[src/rtl/agc_alu.sv]
// -----------------------------------------------------------------------------
// agc_alu
//   Registered 15-bit arithmetic/logic unit for a one's-complement datapath.
//   Operand words carry data in [15:1] and parity in [0]. The parity bit is
//   ignored. The unit computes one result combinationally from the data
//   fields and the command, and registers it on every rising clock edge.
//   Latency is exactly one edge. There is no handshake.
//
// Ports
//   clk      in   1   system clock, rising-edge active
//   reset    in   1   asynchronous, active-high; clears res immediately
//   A        in  16   operand A: [15:1] data, [0] parity (unused)
//   B        in  16   operand B: [15:1] data, [0] parity (unused)
//   command  in   3   0 AD, 1 SU, 2 MASK, 3 MP0, 4 MP1, 5 DV0, 6 DV1, 7 rsvd
//   res      out 15   registered result
// -----------------------------------------------------------------------------
module agc_alu (
    input  logic        clk,
    input  logic        reset,
    input  logic [15:0] A,
    input  logic [15:0] B,
    input  logic [2:0]  command,
    output logic [14:0] res
);

    localparam logic [2:0] CMD_AD   = 3'd0;
    localparam logic [2:0] CMD_SU   = 3'd1;
    localparam logic [2:0] CMD_MASK = 3'd2;
    localparam logic [2:0] CMD_MP0  = 3'd3;
    localparam logic [2:0] CMD_MP1  = 3'd4;
    localparam logic [2:0] CMD_DV0  = 3'd5;
    localparam logic [2:0] CMD_DV1  = 3'd6;

    // Data fields. Parity takes no part in any operation.
    logic [14:0] a_data;
    logic [14:0] b_data;
    logic        parity_unused;

    assign a_data        = A[15:1];
    assign b_data        = B[15:1];
    assign parity_unused = A[0] ^ B[0];

    // -------------------------------------------------------------------------
    // One's-complement add / subtract with end-around carry.
    // The largest raw sum is 0x7FFF + 0x7FFF = 0xFFFE. Feeding the carry back
    // therefore can never cause a second carry. -0 (0x7FFF) is kept as-is.
    // -------------------------------------------------------------------------
    logic [15:0] add_raw;
    logic [15:0] sub_raw;
    logic [14:0] add_res;
    logic [14:0] sub_res;

    assign add_raw = {1'b0, a_data} + {1'b0, b_data};
    assign sub_raw = {1'b0, a_data} + {1'b0, ~b_data};
    assign add_res = add_raw[14:0] + {14'd0, add_raw[15]};
    assign sub_res = sub_raw[14:0] + {14'd0, sub_raw[15]};

    // -------------------------------------------------------------------------
    // Unsigned 15x15 multiply, full 30-bit product.
    // -------------------------------------------------------------------------
    logic [29:0] prod;

    assign prod = {15'd0, a_data} * {15'd0, b_data};

    // -------------------------------------------------------------------------
    // Unsigned divide as a fully unrolled restoring array, so it completes in a
    // single cycle. Each step shifts in one dividend bit, MSB first. The step
    // subtracts the divisor when the partial remainder is large enough.
    // The partial remainder always stays below b. It therefore fits in 15 bits.
    // -------------------------------------------------------------------------
    logic [14:0] div_quot;
    logic [14:0] div_rem;
    logic [15:0] div_trial;

    always_comb begin
        div_quot  = '0;
        div_rem   = '0;
        div_trial = '0;
        for (int i = 14; i >= 0; i--) begin
            div_trial = {div_rem, a_data[i]};
            if (div_trial >= {1'b0, b_data}) begin
                div_rem     = 15'(div_trial - {1'b0, b_data});
                div_quot[i] = 1'b1;
            end else begin
                div_rem = div_trial[14:0];
            end
        end
        // Divide by zero: the quotient saturates to all ones and the dividend
        // is returned as the remainder. The array already yields this. The
        // override makes the behaviour explicit and independent of the array.
        if (b_data == 15'd0) begin
            div_quot = 15'h7FFF;
            div_rem  = a_data;
        end
    end

    // -------------------------------------------------------------------------
    // Result select and register.
    // -------------------------------------------------------------------------
    logic [14:0] res_d;
    logic [14:0] res_q;

    always_comb begin
        res_d = '0;
        case (command)
            CMD_AD:   res_d = add_res;
            CMD_SU:   res_d = sub_res;
            CMD_MASK: res_d = a_data & b_data;
            CMD_MP0:  res_d = prod[14:0];
            CMD_MP1:  res_d = prod[29:15];
            CMD_DV0:  res_d = div_quot;
            CMD_DV1:  res_d = div_rem;
            default:  res_d = 15'd0;
        endcase
    end

    always_ff @(posedge clk or posedge reset) begin
        if (reset) begin
            res_q <= '0;
        end else begin
            res_q <= res_d;
        end
    end

    assign res = res_q;

endmodule

[config.mk]
export PLATFORM = sky130hd
export DESIGN_NAME = agc_alu
export DESIGN_NICKNAME = d
export VERILOG_FILES = /design/src/rtl/agc_alu.sv
export SDC_FILE = /design/constraint.sdc
export NUM_CORES = 1
export LEC_CHECK = 0
export BUFFER_PORTS_ARGS = -buffer_cell sky130_fd_sc_hd__buf_2
export CORE_MARGIN = 2
export CORE_UTILIZATION = 61
export DETAILED_ROUTE_END_ITERATION = 12
export GPL_ROUTABILITY_DRIVEN = 0
export GPL_TIMING_DRIVEN = 0
export PLACE_DENSITY = 0.9
export SETUP_SLACK_MARGIN = 0.4
export SLEW_MARGIN = 20
export SYNTH_ARGS = -nofsm -noshare
export SYNTH_HDL_FRONTEND = slang
export SYNTH_SLANG_ARGS = --single-unit
[constraint.sdc]
create_clock -name clk -period 0.8 [get_ports clk]
set_clock_uncertainty 0.1 [all_clocks]
set_input_delay 0.24 -clock clk [delete_from_list [all_inputs] [get_ports clk]]
set_output_delay 0.24 -clock clk [all_outputs]
set_load 0.05 [all_outputs]
==> impl_metrics.yaml, run 1 <==
grt:
  grt_max_degree: 33
  gr-total-overflow: 159
  grtUsageTotal_pct: 77.4
die:
  std_cell_rows: 70
  ioPinCount: 52
  die_w_microns: 196
  die_h_microns: 196
  initial_core_util_pct: 61.6
logic_synthesis:
  yosys.cell_types.count: 105
  synth_top_flop_cell: "dfrtp_1"
  netlist_area_sq_um: 22400
  yosysWarnings: 0
  yosys-top-cells-count: "ha_1 (354), inv_1 (315), nand2_1 (296)"
  synthArstFlopShare_pct: 100
  synth_edf_count: 0
  ys_top_cells_by_area: "ha_1 (20%), fa_1 (16%), inv_1 (5.3%)"
  syn-num-nets: 3494
  yosysTopAreaCellShare_pct: 19.8
  yosysMostFrequentCell: "ha_1"
  syn-mean-instance-area_sq_um: 7.66
  yosys_register_bits: 15
  syn_inst: 2920
  yosysTopAreaCell: "ha_1"
  ys_seq_area_share_pct: 1.68
timing:
  worstEpCategory: "register data pin"
  worst_endpoint: "res[1]$_DFF_PP0_/D"
clock_network:
  cts.sinks: 15
  cts_buffers: 3
  clock-root-buffer: "clkbuf_16"
  cts_buffer_depth: 2
  h-tree-depth: 1
place:
  hpwl_microns: 59000
  io_buffers: 48
outcome:
  haltStage: "global routing"
  status: "aborted with a tool error"
  tool.error: "[ERROR GRT-0232] Routing congestion too high. Check the congestion heatmap in the GUI."
-- metrics by stage --
step / hold WS, ns / setup slack, ns / std cells / utilization (%) / instance area, sq um
3_5_place_dp: 0.115 / -42.15 / 3439 / 66.4 / 24100
4_1_cts: -0.140 / -35.79 / 3737 / 76.3 / 27700
3_3_place_gp: 0.105 / -41.23 / 3436 / 66.2 / 24100
2_1_floorplan: -0.0394 / -35.14 / 2920 / - / 23200
-- metal layers --
metal | GRT usage, % | GRT overflow
met4 | 77.8 | 59
met5 | 33.7 | 0
met2 | 92.3 | 91
met3 | 65.6 | 2
met1 | 76.2 | 7
-- logic make-up after synthesis --
logic type	count (synthesis)	share of synthesized area, %
compound gates	701	21.2
buf+inv	393	6.86
mux	149	7.34
simple gates	941	19.6
flops	15	1.68
fa+ha+maj	537	36.2
xor+xnor	184	7.20
-- what timing repair did --
action | CTS
cloned | 4
pin swaps | 179
hold endpoints to repair | 15
resized for setup | 234
setup buffers | 290
setup endpoints to repair | 30
==> run 2, diff against run 1 <==
Settings changed: CORE_UTILIZATION 61 to 40, PLACE_DENSITY 0.9 to not set, PLACE_DENSITY_LB_ADDON set to 0.15, SETUP_SLACK_MARGIN 0.4 to not set.
Clock period 0.8 ns to 1.04 ns, I/O delays scaled along.
==> run 2 against run 1 <==
  * The flow now finishes, with violations (negative hold slack, negative setup slack)
  * Area after synthesis unchanged
  * Synthesized cell count unchanged
==> impl_metrics.yaml, run 2 <==
critical_path:
  cp_num_buf_inv: 44
  path_max_fanout: 7
  crit_family: "compound AO/OA/AOI/OAI gates"
  required_ns: 1.04
  crit_slowest_cell: "o41a_1"
  critPathCaptureType: "flip-flop"
  critPathKind: "input pin to flip-flop"
  crit_path_max_incr_delay_ns: 0.55
  startpoint_type: "input pin"
  arrival_ns: 36.65
clock_network:
  cts_tree: "yes"
  clock-root-buffer: "clkbuf_16"
  cts_buffers: 3
  cts_hold_buffers: 0
  cts.sinks: 15
  clkTransAtPathRegs_ns: 0.04
  h-tree-depth: 1
  cts_buffer_depth: 2
pwr:
  power.leakage_nw: 13.7
  power.density_nw_per_um2: 3970
  peakVddDrop_uv: 5680
grt:
  gr-total-overflow: 0
  grt.busiest_layer: "met2"
  grt_pass1_vias: 23820
  grt_max_degree: 33
  grt_pass1_wl_microns: 132000
  antenna_found_initial: 0
  grt_use_met2_pct: 50.4
  grtUsageTotal_pct: 29.1
  use_met3_pct: 3.11
  grtUsageMet1_pct: 37.5
timing:
  hold_slack_ns: -0.00387
  worstMarginPinSlew_ns: 0.960
  fmax_ghz: 0.0273
  period_needed_ns: 36.65
  fin_crit_sh_pct: 3520
  drv_slew: 0
  rsz0062_at_grt: "yes"
  maxSlewHeadroom_pct: 35.0
  setup_ws_ns: -35.61
  finalSetupViolCount: 30
  hold_violations: 15
logic_synthesis:
  netlist_area_sq_um: 22400
  yosysWarnings: 0
  yosys.cell_types.count: 105
  ys_seq_area_share_pct: 1.68
  synth_edf_count: 0
  syn-num-nets: 3494
  syn_inst: 2920
  yosysMostFrequentCell: "ha_1"
  yosysTopAreaCell: "ha_1"
  ys_top_cells_by_area: "ha_1 (20%), fa_1 (16%), inv_1 (5.3%)"
  yosysTopAreaCellShare_pct: 19.8
  syn-mean-instance-area_sq_um: 7.66
  synth_top_flop_cell: "dfrtp_1"
  synthArstFlopShare_pct: 100
  yosys_register_bits: 15
  yosys-top-cells-count: "ha_1 (354), inv_1 (315), nand2_1 (296)"
layout:
  drive_gt1_share_pct: 25.9
  final_common_cell: "buf_4"
  antenna_cells: 0
  synthToLayoutAreaGrowth_pct: 30.2
  nNetsFinal: 3878
  fin_area_sq_um: 29100
  largest_register_ffs: 15
  final_cell_mix: "buf_4 (317), inv_1 (306), ha_1 (296)"
job:
  max-cap-violations: 0
routing:
  drt.antenna.violating_nets: 0
  drc: 0
  drt_iter0_markers: 1809
  vias_per_cell: 5.79
  num_vias: 23457
  routedWlPerCell_microns: 21.2
  wirelength_microns: 85900
  first_pass_iters: 6
min_path:
  hp-class: "input pin to async pin"
outcome:
  violations: "negative hold slack, negative setup slack"
  status: "finished, violations left"
die:
  die_w_microns: 241
  die_area_sq_um: 57800
  ioPinCount: 52
  initial_core_util_pct: 40.5
  coreArea_sq_um: 55200
  std_cell_rows: 86
  die_h_microns: 241
place:
  preCtsSetupSlack_ns: -42.68
  io_buffers: 48
  hpwl_microns: 63800
  place_area_sq_um: 24500
run 2: worst paths after layout:
check	from	end	slack, ns	depth (start not counted)
max	B[2]	res[13]$_DFF_PP0_	-35.61	199
max in group asynchronous	reset	res[0]$_DFF_PP0_	0.50	2
min	reset	res[5]$_DFF_PP0_	-0.004	2
min in group clk	command[0]	res[0]$_DFF_PP0_	0.49	4
run 2: cell type report:
type                    instances  area [sq um]
plain buffers                  68           632
clock buffers                   4          78.8
fillers                      5170         26100
inverters                     320          1250
multi-input cells            2513         22800
flip-flops and latches         15           375
well taps                     748           936
repair buffers                383          3080
run 2: per-layer routing:
metal	vias to the layer above	share of wire, %
met5	-	0
met4	0	4.1
met3	204	5.9
met2	788	47
met1	11440	43
li1	11025	-
run 2: per-stage QoR:
stage	instances	util [%]	setup TNS, ns	total power [mW]
2_1_floorplan	2920	-	-522.13	64.7
3_3_place_gp	3716	44.2	-638.26	75.6
3_5_place_dp	3719	44.3	-637.46	76.6
4_1_cts	3978	50.7	-536.66	105
5_1_grt	4051	52.8	-558.39	123
6_report	4051	52.8	-534.26	116
run 2: report_power, final:
| group | leakage [nW] | internal, mW | switching [mW] |
|---|---|---|---|
| combinational | 13.5 | 55.9 | 58.1 |
| clock | 0.0382 | 0.516 | 0.203 |
| sequential | 0.189 | 0.921 | 0.113 |
| total | 13.7 | 57.4 | 58.4 |
run 2: timing repair:
action                     CTS  global route
gates cloned                 3             0
setup buffers              254            82
gates resized for setup    274           133
pin swaps                  185           142
setup endpoints to repair   30            30
run 2: cells by family (layout without fill, tap and decap cells):
group,count (synthesis),after routing,synth area share [%]
muxes,149,149,7.34
adders and majority gates,537,537,36.2
DFF,15,15,1.68
AOI/OAI and AO/OA,701,701,21.2
xor gates and xnor gates,184,184,7.20
buffers and inverters,393,775,6.86
and+or+nand+nor,941,942,19.6
(Power assumes the default switching activity.)
